**src/rtl/multicycle_sequencer_pkg.sv**
```systemverilog
// multicycle_sequencer_pkg: sequencer state type and sizing helper
package multicycle_sequencer_pkg;
  typedef enum logic [2:0] {FETCH, DECODE, EXEC, MEM, WB, HALT} seq_state_t;
  function automatic int cntWidth(int maxVal);
    return maxVal > 1 ? $clog2(maxVal + 1) : 1;
  endfunction
endpackage

```
**src/rtl/multicycle_sequencer_if.sv**
```systemverilog
// multicycle_sequencer_if: decoded control, memory handshake and sequencer outputs
interface multicycle_sequencer_if #(parameter int CNT_W = 32);
  logic ihit, dhit, DataRead, DataWrite, RegWr, Halt;
  logic imemREN, dmemREN, dmemWEN, IrWEn, PcWEn, RegWEn, halt, bus_err;
  logic [CNT_W-1:0] instr_count, cyc_count;
  modport master(
    input ihit, dhit, DataRead, DataWrite, RegWr, Halt,
    output imemREN, dmemREN, dmemWEN, IrWEn, PcWEn, RegWEn, halt, bus_err, instr_count, cyc_count
  );
  modport slave(
    output ihit, dhit, DataRead, DataWrite, RegWr, Halt,
    input imemREN, dmemREN, dmemWEN, IrWEn, PcWEn, RegWEn, halt, bus_err, instr_count, cyc_count
  );
endinterface

```
**src/rtl/multicycle_sequencer_wait.sv**
```systemverilog
// seq_wait_timer: counts memory wait cycles and flags watchdog expiry
module seq_wait_timer
  import multicycle_sequencer_pkg::*;
#(
  parameter int WAIT_MAX = 255
) (
  input  logic CLK,
  input  logic nRST,
  input  logic clear,
  input  logic waiting,
  output logic expire
);
  localparam int W = cntWidth(WAIT_MAX);
  logic [W-1:0] waitCnt;
  always_ff @(posedge CLK or negedge nRST)
    if (!nRST) waitCnt <= '0;
    else waitCnt <= clear ? '0 : waiting ? waitCnt + 1'b1 : waitCnt;
  // Expires on the miss that would take the count to WAIT_MAX; a hit that cycle is not a wait.
  assign expire = WAIT_MAX != 0 && waiting && waitCnt == W'(WAIT_MAX - 1);
endmodule

```
**src/rtl/multicycle_sequencer.sv**
```systemverilog
// multicycle_sequencer: walks instructions through FETCH/DECODE/EXEC/MEM/WB with counters and watchdog
module multicycle_sequencer
  import multicycle_sequencer_pkg::*;
#(
  parameter int WAIT_MAX = 255,
  parameter int CNT_W    = 32
) (
  input logic CLK,
  input logic nRST,
  multicycle_sequencer_if.master bus
);
  seq_state_t state, nextState;
  logic rdQ, wrQ, haltQ, busErrQ, waiting, expire;
  logic [CNT_W-1:0] instrCount, cycCount;
  assign waiting = (state == FETCH && !bus.ihit) || (state == MEM && !bus.dhit);
  seq_wait_timer #(.WAIT_MAX(WAIT_MAX)) uTimer (
    .CLK(CLK),
    .nRST(nRST),
    .clear(nextState != state),
    .waiting(waiting),
    .expire(expire)
  );
  always_ff @(posedge CLK or negedge nRST)
    if (!nRST) begin
      state      <= FETCH;
      rdQ        <= 1'b0;
      wrQ        <= 1'b0;
      haltQ      <= 1'b0;
      busErrQ    <= 1'b0;
      instrCount <= '0;
      cycCount   <= '0;
    end else begin
      state <= nextState;
      if (state == EXEC) begin
        rdQ <= bus.DataRead & ~bus.DataWrite;
        wrQ <= bus.DataWrite;
      end
      if (nextState == HALT) haltQ <= 1'b1;
      if (expire) busErrQ <= 1'b1;
      if (state == WB) instrCount <= instrCount + 1'b1;
      if (!haltQ) cycCount <= cycCount + 1'b1;
    end
  always_comb begin
    nextState = state == FETCH  ? (bus.ihit ? DECODE : expire ? HALT : FETCH)
              : state == DECODE ? (bus.Halt ? HALT : EXEC)
              : state == EXEC   ? (bus.DataRead | bus.DataWrite ? MEM : WB)
              : state == MEM    ? (bus.dhit ? WB : expire ? HALT : MEM)
              : state == WB     ? FETCH : HALT;
    bus.imemREN     = state == FETCH;
    bus.IrWEn       = state == FETCH && bus.ihit;
    bus.dmemREN     = state == MEM && rdQ;
    bus.dmemWEN     = state == MEM && wrQ;
    bus.PcWEn       = state == WB;
    bus.RegWEn      = state == WB && bus.RegWr;
    bus.halt        = haltQ;
    bus.bus_err     = busErrQ;
    bus.instr_count = instrCount;
    bus.cyc_count   = cycCount;
  end
endmodule

```
**src/flat_wrapper.sv**
```systemverilog
// flat-port wrapper written by rule: the top's interface ports become plain ports
module multicycle_sequencer_flat import multicycle_sequencer_pkg::*;
#(
  parameter int WAIT_MAX = 255,
  parameter int CNT_W    = 32
)
  (CLK, nRST, bus_ihit, bus_dhit, bus_DataRead, bus_DataWrite, bus_RegWr, bus_Halt, bus_imemREN, bus_dmemREN, bus_dmemWEN, bus_IrWEn, bus_PcWEn, bus_RegWEn, bus_halt, bus_bus_err, bus_instr_count, bus_cyc_count);
  multicycle_sequencer_if #(.CNT_W(CNT_W)) bus_i ();
  input logic CLK;
  input logic nRST;
  input wire logic [$bits(bus_i.ihit)-1:0] bus_ihit;
  input wire logic [$bits(bus_i.dhit)-1:0] bus_dhit;
  input wire logic [$bits(bus_i.DataRead)-1:0] bus_DataRead;
  input wire logic [$bits(bus_i.DataWrite)-1:0] bus_DataWrite;
  input wire logic [$bits(bus_i.RegWr)-1:0] bus_RegWr;
  input wire logic [$bits(bus_i.Halt)-1:0] bus_Halt;
  output wire logic [$bits(bus_i.imemREN)-1:0] bus_imemREN;
  output wire logic [$bits(bus_i.dmemREN)-1:0] bus_dmemREN;
  output wire logic [$bits(bus_i.dmemWEN)-1:0] bus_dmemWEN;
  output wire logic [$bits(bus_i.IrWEn)-1:0] bus_IrWEn;
  output wire logic [$bits(bus_i.PcWEn)-1:0] bus_PcWEn;
  output wire logic [$bits(bus_i.RegWEn)-1:0] bus_RegWEn;
  output wire logic [$bits(bus_i.halt)-1:0] bus_halt;
  output wire logic [$bits(bus_i.bus_err)-1:0] bus_bus_err;
  output wire logic [$bits(bus_i.instr_count)-1:0] bus_instr_count;
  output wire logic [$bits(bus_i.cyc_count)-1:0] bus_cyc_count;
  assign bus_i.ihit = bus_ihit;
  assign bus_i.dhit = bus_dhit;
  assign bus_i.DataRead = bus_DataRead;
  assign bus_i.DataWrite = bus_DataWrite;
  assign bus_i.RegWr = bus_RegWr;
  assign bus_i.Halt = bus_Halt;
  assign bus_imemREN = bus_i.imemREN;
  assign bus_dmemREN = bus_i.dmemREN;
  assign bus_dmemWEN = bus_i.dmemWEN;
  assign bus_IrWEn = bus_i.IrWEn;
  assign bus_PcWEn = bus_i.PcWEn;
  assign bus_RegWEn = bus_i.RegWEn;
  assign bus_halt = bus_i.halt;
  assign bus_bus_err = bus_i.bus_err;
  assign bus_instr_count = bus_i.instr_count;
  assign bus_cyc_count = bus_i.cyc_count;
  multicycle_sequencer #(.WAIT_MAX(WAIT_MAX), .CNT_W(CNT_W)) u_core (.CLK(CLK), .nRST(nRST), .bus(bus_i));
endmodule
```
**config.mk**
```make
export PLATFORM = sky130hd
export DESIGN_NAME = multicycle_sequencer_flat
export DESIGN_NICKNAME = d
export VERILOG_FILES = /design/src/rtl/multicycle_sequencer_pkg.sv /design/src/rtl/multicycle_sequencer_if.sv /design/src/rtl/multicycle_sequencer_wait.sv /design/src/rtl/multicycle_sequencer.sv /design/src/flat_wrapper.sv
export SDC_FILE = /design/constraint.sdc
export NUM_CORES = 1
export LEC_CHECK = 0
export CAP_MARGIN = 20
export CELL_PAD_IN_SITES_DETAIL_PLACEMENT = 1
export CELL_PAD_IN_SITES_GLOBAL_PLACEMENT = 1
export CORE_MARGIN = 10
export CORE_UTILIZATION = 43
export DETAILED_ROUTE_END_ITERATION = 10
export PLACE_DENSITY_LB_ADDON = 0.1
export SYNTH_ARGS = -nofsm -noshare
export SYNTH_HDL_FRONTEND = slang
export SYNTH_SLANG_ARGS = --single-unit
```
**constraint.sdc**
```tcl
create_clock -name CLK -period 4.5 [get_ports CLK]
set_clock_uncertainty 0.15 [all_clocks]
set_input_delay 0.45 -clock CLK [delete_from_list [all_inputs] [get_ports CLK]]
set_output_delay 0.45 -clock CLK [all_outputs]
set_load 0.03 [all_outputs]
```
==> results_dict.tcl, run 1 <==
set metrics [dict create \
    comb_power_share_pct 26.1 \
    grt_max_degree 80 \
    viasPerCell 5.27 \
    syn_to_final_growth_pct 29.2 \
    synthFlopType "dfrtp_1" \
    ys_seq_area_share_pct 52.3 \
    num_vias 2808 \
    powerDensity_nw_per_um2 388 \
    dr.pass1.iters 4 \
    clockPowerShare_pct 26.9 \
    setup_ws_ns 1.69 \
    async_flop_share_pct 100 \
    nNetsFinal 434 \
    max_freq_mhz 356 \
    worstHoldStart "u_core.bus.bus_err" \
    drt_iter0_drc 131 \
    hold_depth 1 \
    cp-start-kind "flip-flop" \
    peakVddDrop_v 0.000231 \
    drc 0 \
    clockBufferDepth 2 \
    hp-class "flip-flop to flip-flop" \
    synth_top_area_cell "dfrtp_1" \
    max_slew_margin_pct 36.3 \
    drive_gt1_share_pct 7.76 \
    rsz0062_at_grt "no" \
    min_period_over_period_pct 62.4 \
    crit_required_ns 3.90 \
    switching_share_pct 34.1 \
    tritoncts "yes" \
    ios 80 \
    gr-usage-met1_pct 18.6 \
    grt_use_met3_pct 4.15 \
    tightestPinTransition_ns 0.946 \
    num_antenna_cells 0 \
    rrSetupSlack_ns 2.12 \
    ys_types 44 \
    synth_top_area_share_pct 52.3 \
    seqPwrFrac_pct 47.0 \
    die_x_microns 114 \
    reg2reg_depth 5 \
    syn_area_sq_um 3780 \
    ys_warn_count 0 \
    use_met2_pct 22.0 \
    end_kind "primary output" \
    die_h_microns 114 \
    maxCapViolCount 0 \
    ys_top_cells_by_area "dfrtp_1, xnor2_1, xor2_1" \
    cp_max_fo 12 \
    cts_setup_buffers 0 \
    drt_wl_total_microns 8900 \
    power_switching_mw 0.646 \
    reg2reg_from "u_core.bus.halt" \
    initial_core_util_pct 43.8 \
    cts-resized-gates 0 \
    syn_inst 337 \
    core_area_sq_um 8640 \
    status "finished clean" \
    numCtsBuffers 9 \
    cp_data_arrival_time_ns 2.21 \
    path_clk_slew_ns 0.07 \
    routedWlPerCell_microns 16.7 \
    num_rows 34 \
    finalSetupViolCount 0 \
    synth_edf_count 0 \
    globalRoute.busiestLayer "met2" \
    cts_sinks 79 \
    grtUsageTotal_pct 14.2 \
    syn_area_per_cell_sq_um 11.2 \
    grt_pass1_wl_microns 15400 \
    ant_nets 0 \
    slew_violations 0 \
    overflow 0 \
    path_class "flip-flop to primary output" \
    hold_viol 0 \
    holdPathEnd "u_core.bus.bus_err" \
    io_buffers 79 \
    leakage_nw 2.18 \
    grt_pass1_vias 2989 \
    place_ws_ns 2.06 \
    clockRootBuffer "clkbuf_8" \
    globalplace.congestion 0.848 \
    fin_crit_ns 2.81 \
    syn_nets 349 \
    yosys_register_bits 79 \
    r2r-end "u_core.bus.cyc_count[31]" \
    antenna_found_initial 0 \
    clk-insertion-delay-late_ns 0.34 \
    dieArea_sq_um 12900 \
    cts_max_level 3 \
    fin_setup_tns_ns 0 \
    dpl.hpwl_microns 6610 \
    p_int_mw 1.25 \
]
worst max-delay path by stage:
stage | from | end | slack (ns)
2_1_floorplan | u_core.state[0] | bus_IrWEn | 2.16
3_3_place_gp | bus_ihit | bus_IrWEn | 2.09
3_5_place_dp | u_core.state[2] | bus_PcWEn | 2.06
4_1_cts | u_core.state[2] | bus_PcWEn | 1.66
5_1_grt | u_core.state[2] | bus_PcWEn | 1.52
6_report | u_core.state[2] | bus_PcWEn | 1.69
placed cells by master (no fill, tap or decap), types with 3 or more instances in the layout:
cell type        Yosys  layout
nor2_1              26      26
nand4_1             12      12
xnor2_1             44      44
mux2_2               3       3
dfrtp_1             79      79
and2_1               7       7
nand2b_1             6       6
and4_1               7       7
inv_1                8       8
clkdlybuf4s50_1      0      78
xor2_1              25      25
o21ai_0              4       4
nand3_1             29      29
ha_1                 4       4
clkbuf_8             0      10
nand2_1             26      26
and3_1              16      16
power groups by stage:
stage	clock, mW	combinational [mW]	sequential (mW)
6_report	0.509	0.494	0.891
3_5_place_dp	0	0.498	0.906
4_1_cts	0.528	0.500	0.894
2_1_floorplan	0	0.306	0.914
5_1_grt	0.557	0.543	0.912
3_3_place_gp	0	0.493	0.906
cells in the mapped netlist (2+ instances only):
cell type / count
a21o_1: 2
and2_1: 7
inv_1: 8
o21ai_0: 4
o21a_1: 2
nor4_4: 2
ha_1: 4
nor3_1: 2
and3_1: 16
nand3_1: 29
buf_2: 5
mux2_2: 3
nand2b_1: 6
nor2b_1: 2
nand2_1: 26
dfrtp_1: 79
nor4_1: 2
and4_1: 7
nand4_1: 12
nor2_1: 26
and4bb_2: 2
nand4_2: 2
xnor2_1: 44
xor2_1: 25
flip-flops by register name, indices dropped and copies added, names as in the netlist:
signal,cells
u_core.bus.bus_err,1
u_core.bus.cyc_count,32
u_core.bus.halt,1
u_core.bus.instr_count,32
u_core.rdQ,1
u_core.state,3
u_core.uTimer.waitCnt,8
u_core.wrQ,1
layout make-up:
class,instances,area (sq um)
fillers,928,3750
flip-flops and latches,79,1980
multi-input cells,243,1730
repair buffers,81,826
clock buffers,10,138
well taps,108,135
clock inverters,4,47.5
inverters,8,30.0
metal layers:
layer / wire length, microns / vias to the layer above
met4: 110 / 0
met1: 3990 / 1420
li1: - / 1325
met3: 527 / 9
met2: 4270 / 54
met5: 0 / -
per-stage QoR:
stage / cells / power, mW / utilization (%) / area, sq um / hold WS, ns
6_report: 533 / 1.89 / 56.5 / 4880 / 0.311
5_1_grt: 533 / 2.01 / 56.5 / 4880 / 0.327
4_1_cts: 531 / 1.92 / 56.1 / 4850 / 0.152
3_5_place_dp: 517 / 1.40 / 54.0 / 4660 / 0.298
3_3_place_gp: 517 / 1.40 / 54.0 / 4660 / 0.299
2_1_floorplan: 337 / 1.22 / - / 3780 / 0.00441
logic make-up after synthesis:
logic type	synth area share (%)
buffers and inverters	1.95
muxes	0.893
and+or+nand+nor	24.2
AOI/OAI and AO/OA	3.41
DFF	52.3
adders and majority gates	1.32
xor gates and xnor gates	16.0
worst max-delay path: stages, from the launching register on:
cell and delay (ns):
dfrtp_1 0.64, inv_1 0.18, nor3_2 0.30, clkdlybuf4s50_1 0.75
timing repair:
| action | in CTS | in global routing |
|---|---|---|
| endpoints found under the hold margin | 0 | 7 |
| hold buffers | 0 | 1 |
| endpoints found under the setup margin | 0 | 0 |
Note: power is estimated with default switching activity, not from simulation.
==> run 2, diff against run 1 <==
CORE_UTILIZATION = 40   (was 43)
clock period = 2.8 ns   (was 4.5 ns; I/O delays follow)
==> run 2 against run 1 <==
Net effect:
- clock power up 91%
- core utilization decreased by 3.0 points
- combinational power grew 62%
==> results_dict.tcl, run 2 (synthesis results as in run 1) <==
set metrics [dict create \
    hp-class "input port to async pin" \
    min_period_over_period_pct 93.7 \
    routedWlPerCell_microns 16.2 \
    initial_core_util_pct 40.9 \
    syn_to_final_growth_pct 31.0 \
    timing.hold.ws_ns 0.296 \
    drt_wl_total_microns 9040 \
    crit_start "u_core.state[1]" \
    io_buffers 79 \
    overflow 0 \
    cts_max_level 3 \
    path_class "flip-flop to primary output" \
    fin_util_pct 53.6 \
    final_cell_mix "clkdlybuf4s50_1, dfrtp_1, xnor2_1" \
    ant_nets 0 \
    status "finished clean" \
    dr.pass1.iters 4 \
    grt_max_degree 42 \
    tightestPinTransition_ns 0.547 \
    clockBufferDepth 2 \
    globalplace.congestion 0.785 \
    dpl.hpwl_microns 6880 \
    die_x_microns 117 \
    max_slew_margin_pct 63.5 \
    core_area_sq_um 9240 \
    fin_setup_tns_ns 0 \
    tritoncts "yes" \
    grt_use_met3_pct 4.03 \
    end_kind "primary output" \
    fin_crit_ns 2.62 \
    finalSetupViolCount 0 \
    cp_data_arrival_time_ns 2.19 \
    grt_pass1_vias 3017 \
    ios 80 \
    num_vias 2810 \
    drt_iter0_drc 108 \
    antenna_found_initial 0 \
    clockRootBuffer "clkbuf_8" \
    path_clk_slew_ns 0.09 \
    max_freq_mhz 381 \
    reg2reg_from "u_core.state[0]" \
    viasPerCell 5.04 \
    grt_pass1_wl_microns 15300 \
    cp_max_fo 16 \
    hold_viol 0 \
    gr-usage-met1_pct 16.9 \
    globalRoute.busiestLayer "met2" \
    dp_cells 541 \
    nNetsFinal 436 \
    cts_setup_buffers 0 \
    grtUsageTotal_pct 14.0 \
    slew_violations 0 \
    dpl_cell_area_sq_um 4710 \
    drc 0 \
    cp-start-kind "flip-flop" \
    rsz0062_at_grt "no" \
    leakage_nw 2.20 \
    use_met2_pct 23.3 \
    cts_sinks 79 \
    peakVddDrop_v 0.000368 \
    num_antenna_cells 0 \
    die_h_microns 117 \
    drive_gt1_share_pct 8.62 \
    finalNonFillerCells 558 \
    design_area_sq_um 4950 \
    powerDensity_nw_per_um2 647 \
    clk-insertion-delay-late_ns 0.35 \
    maxCapViolCount 0 \
    dieArea_sq_um 13700 \
    num_rows 35 \
    numCtsBuffers 9 \
    crit_required_ns 2.37 \
]
-- run 2: area by class of cell --
cell class | count | area, sq um
Clock inverter | 4 | 76.3
Multi-Input combinational cell | 243 | 1730
Clock buffer | 12 | 155
Timing Repair Buffer | 83 | 821
Tap cell | 129 | 161
Inverter | 8 | 30.0
Fill cell | 1006 | 4290
Sequential cell | 79 | 1980
-- run 2: report_power, final --
part	total (mW)	switching (mW)	leakage, nW	internal (mW)
registers	1.44	0.197	1.08	1.24
logic	0.800	0.456	1.02	0.344
clock network	0.971	0.416	0.113	0.555
total	3.21	1.07	2.20	2.14
-- run 2: final timing paths --
kind                                              end  slack (ns)  depth (start not counted)
max                                       bus_dmemREN        0.18                          3
min                        u_core.bus.instr_count[26]        0.30                          2
max reg2reg                u_core.bus.instr_count[25]        0.50                          5
min reg2reg                        u_core.bus.bus_err        0.31                          1
max in group asynchronous             u_core.state[2]        1.48                          3
min in group CLK                   u_core.bus.bus_err        0.31                          1
-- run 2: critical path, cell delays in order, from the launching register on --
cell,delay [ns]
dfrtp_1,0.69
nor2b_1,0.29
and3_1,0.19
clkdlybuf4s50_1,0.68
-- run 2: per-layer routing --
| layer | part of all wire, % | vias up |
|---|---|---|
| met5 | 0 | - |
| met4 | 1.4 | 0 |
| met3 | 6.0 | 11 |
| met2 | 50 | 55 |
| met1 | 42 | 1405 |
| li1 | - | 1339 |
-- run 2: metrics by stage --
step	worst slack (ns)	power, mW
after floorplan	0.629	1.96
after global placement	0.533	2.25
after detailed placement	0.478	2.27
after CTS	0.100	3.26
after global routing	0.0302	3.41
final	0.177	3.21
-- run 2: timing repair --
item | 4_1_cts | 5_1_grt
hold buffers | 1 | 0
setup endpoints to repair | 0 | 1
endpoints found under the hold margin | 39 | 0
resized for setup | 0 | 1
==> run 3, diff against run 2 <==
RECOVER_POWER = 100   (was default)
==> run 3 against run 2 <==
Net effect:
- global-route usage stayed put
- critical path depth did not move
- largest cell class unchanged
- combinational power shrank 9.3%
- total power shrank 2.6%
- non-clock buffer count unchanged
- first-iteration DRC count grew 6.5%
==> results_dict.tcl, run 3 (synthesis results as in run 1) <==
set metrics [dict create \
    drc 0 \
    end_kind "primary output" \
    powerDensity_nw_per_um2 639 \
    cp_max_fo 16 \
    die_h_microns 117 \
    reg2reg_from "u_core.state[1]" \
    num_antenna_cells 0 \
    fin_crit_ns 2.61 \
    numCtsBuffers 9 \
    clockRootBuffer "clkbuf_8" \
    grt_pass1_vias 3017 \
    dpl_cell_area_sq_um 4710 \
    drt_wl_total_microns 9040 \
    globalplace.congestion 0.785 \
    cp_slowest_cell "dfrtp_1" \
    dpl.hpwl_microns 6880 \
    clockBufferDepth 2 \
    grtUsageTotal_pct 14.0 \
    drive_gt1_share_pct 7.23 \
    syn_to_final_growth_pct 29.3 \
    path_cells "nor2b_1 -> and3_1 -> clkdlybuf4s50_1" \
    routedWlPerCell_microns 16.2 \
    dr.pass1.iters 4 \
    tightestPinTransition_ns 1.04 \
    nNetsFinal 436 \
    viasPerCell 5.04 \
    slew_violations 0 \
    die_x_microns 117 \
    cts_setup_buffers 0 \
    ant_nets 0 \
    antenna_found_initial 0 \
    peakVddDrop_v 0.000343 \
    min_period_over_period_pct 93.4 \
    worstHoldStart "u_core.bus.bus_err" \
    fin_setup_tns_ns 0 \
    core_area_sq_um 9240 \
    io_buffers 79 \
    design_area_sq_um 4890 \
    hold_viol 0 \
    cp-start-kind "flip-flop" \
    num_vias 2811 \
    tritoncts "yes" \
    cts_max_level 3 \
    critical-path-max-stage-delay_ns 0.68 \
    rsz0062_at_grt "no" \
    finalPower_mw 3.12 \
    leakage_nw 2.38 \
    overflow 0 \
    dieArea_sq_um 13700 \
    cts_sinks 79 \
    path_class "flip-flop to primary output" \
    clk-insertion-delay-late_ns 0.35 \
    ios 80 \
    initial_core_util_pct 40.9 \
    status "finished clean" \
    grt_max_degree 42 \
    final_cell_mix "dfrtp_1, dlygate4sd3_1, xnor2_1" \
    crit_required_ns 2.37 \
    final_common_cell "dfrtp_1" \
    grt_pass1_wl_microns 15300 \
    crit_start "u_core.state[1]" \
    max_freq_mhz 383 \
    finalSetupViolCount 0 \
    hp-class "flip-flop to flip-flop" \
    cp_data_arrival_time_ns 2.18 \
    maxCapViolCount 0 \
    drt_iter0_drc 115 \
    num_rows 35 \
    max_slew_margin_pct 30.9 \
    path_clk_slew_ns 0.07 \
]
==> run 3: changes by cell type in the layout (fill, tap and decap cells not counted), sizes merged <==
cell and change:
buf -4, clkdlybuf4s50 -69, clkbuf +4, dlygate4sd3 +69
==> run 3: final cells by class <==
| cell class | count | area [sq um] |
|---|---|---|
| timing repair buffer | 83 | 810 |
| clock buffer | 12 | 155 |
| multi-input combinational | 243 | 1680 |
| tap | 129 | 161 |
| inverter | 8 | 30.0 |
| sequential | 79 | 1980 |
| clock inverter | 4 | 76.3 |
| fill | 1008 | 4350 |
==> run 3: path summary, 6_finish.rpt <==
check,to,slack (ns),cells past startpoint
max,bus_dmemREN,0.19,3
min,u_core.bus.bus_err,0.31,1
max reg2reg,u_core.bus.instr_count[30],0.25,5
min reg2reg,u_core.bus.bus_err,0.31,1
max in group asynchronous,u_core.state[2],0.88,3
min in group asynchronous,u_core.bus.instr_count[26],0.49,2
==> run 3: stage by stage <==
stage / utilization (%) / std cells / hold WS (ns) / setup WS, ns
2_1_floorplan: - / 337 / -0.166 / 0.629
5_1_grt: 52.9 / 558 / 0.330 / 0.0305
6_report: 52.9 / 558 / 0.307 / 0.186
3_5_place_dp: 51.0 / 541 / 0.157 / 0.478
4_1_cts: 53.6 / 558 / 0.309 / 0.100
3_3_place_gp: 51.0 / 541 / 0.154 / 0.533
==> run 3: critical path: cells and delay by family, from the launching register on <==
kind	cells	cell delay, ns
simple gates	2	0.48
buf+inv	1	0.68
flops	1	0.68
==> run 3: repair_timing <==
action	in CTS	in global routing
resized for setup	0	1
setup endpoints to repair	0	1
hold buffers	1	0
hold endpoints to repair	39	0
==> run 3: report_power, final <==
group          switching [mW]  internal [mW]
Sequential              0.188           1.24
Clock                   0.416          0.555
Combinational           0.431          0.295
==> run 3: routing by layer <==
metal | vias up | wire (microns) | track usage (%)
li1 | 1344 | - | -
met1 | 1403 | 3810 | 16.9
met2 | 53 | 4560 | 23.3
met3 | 11 | 536 | 4.03
met4 | 0 | 129 | 4.94
met5 | - | 0 | 0
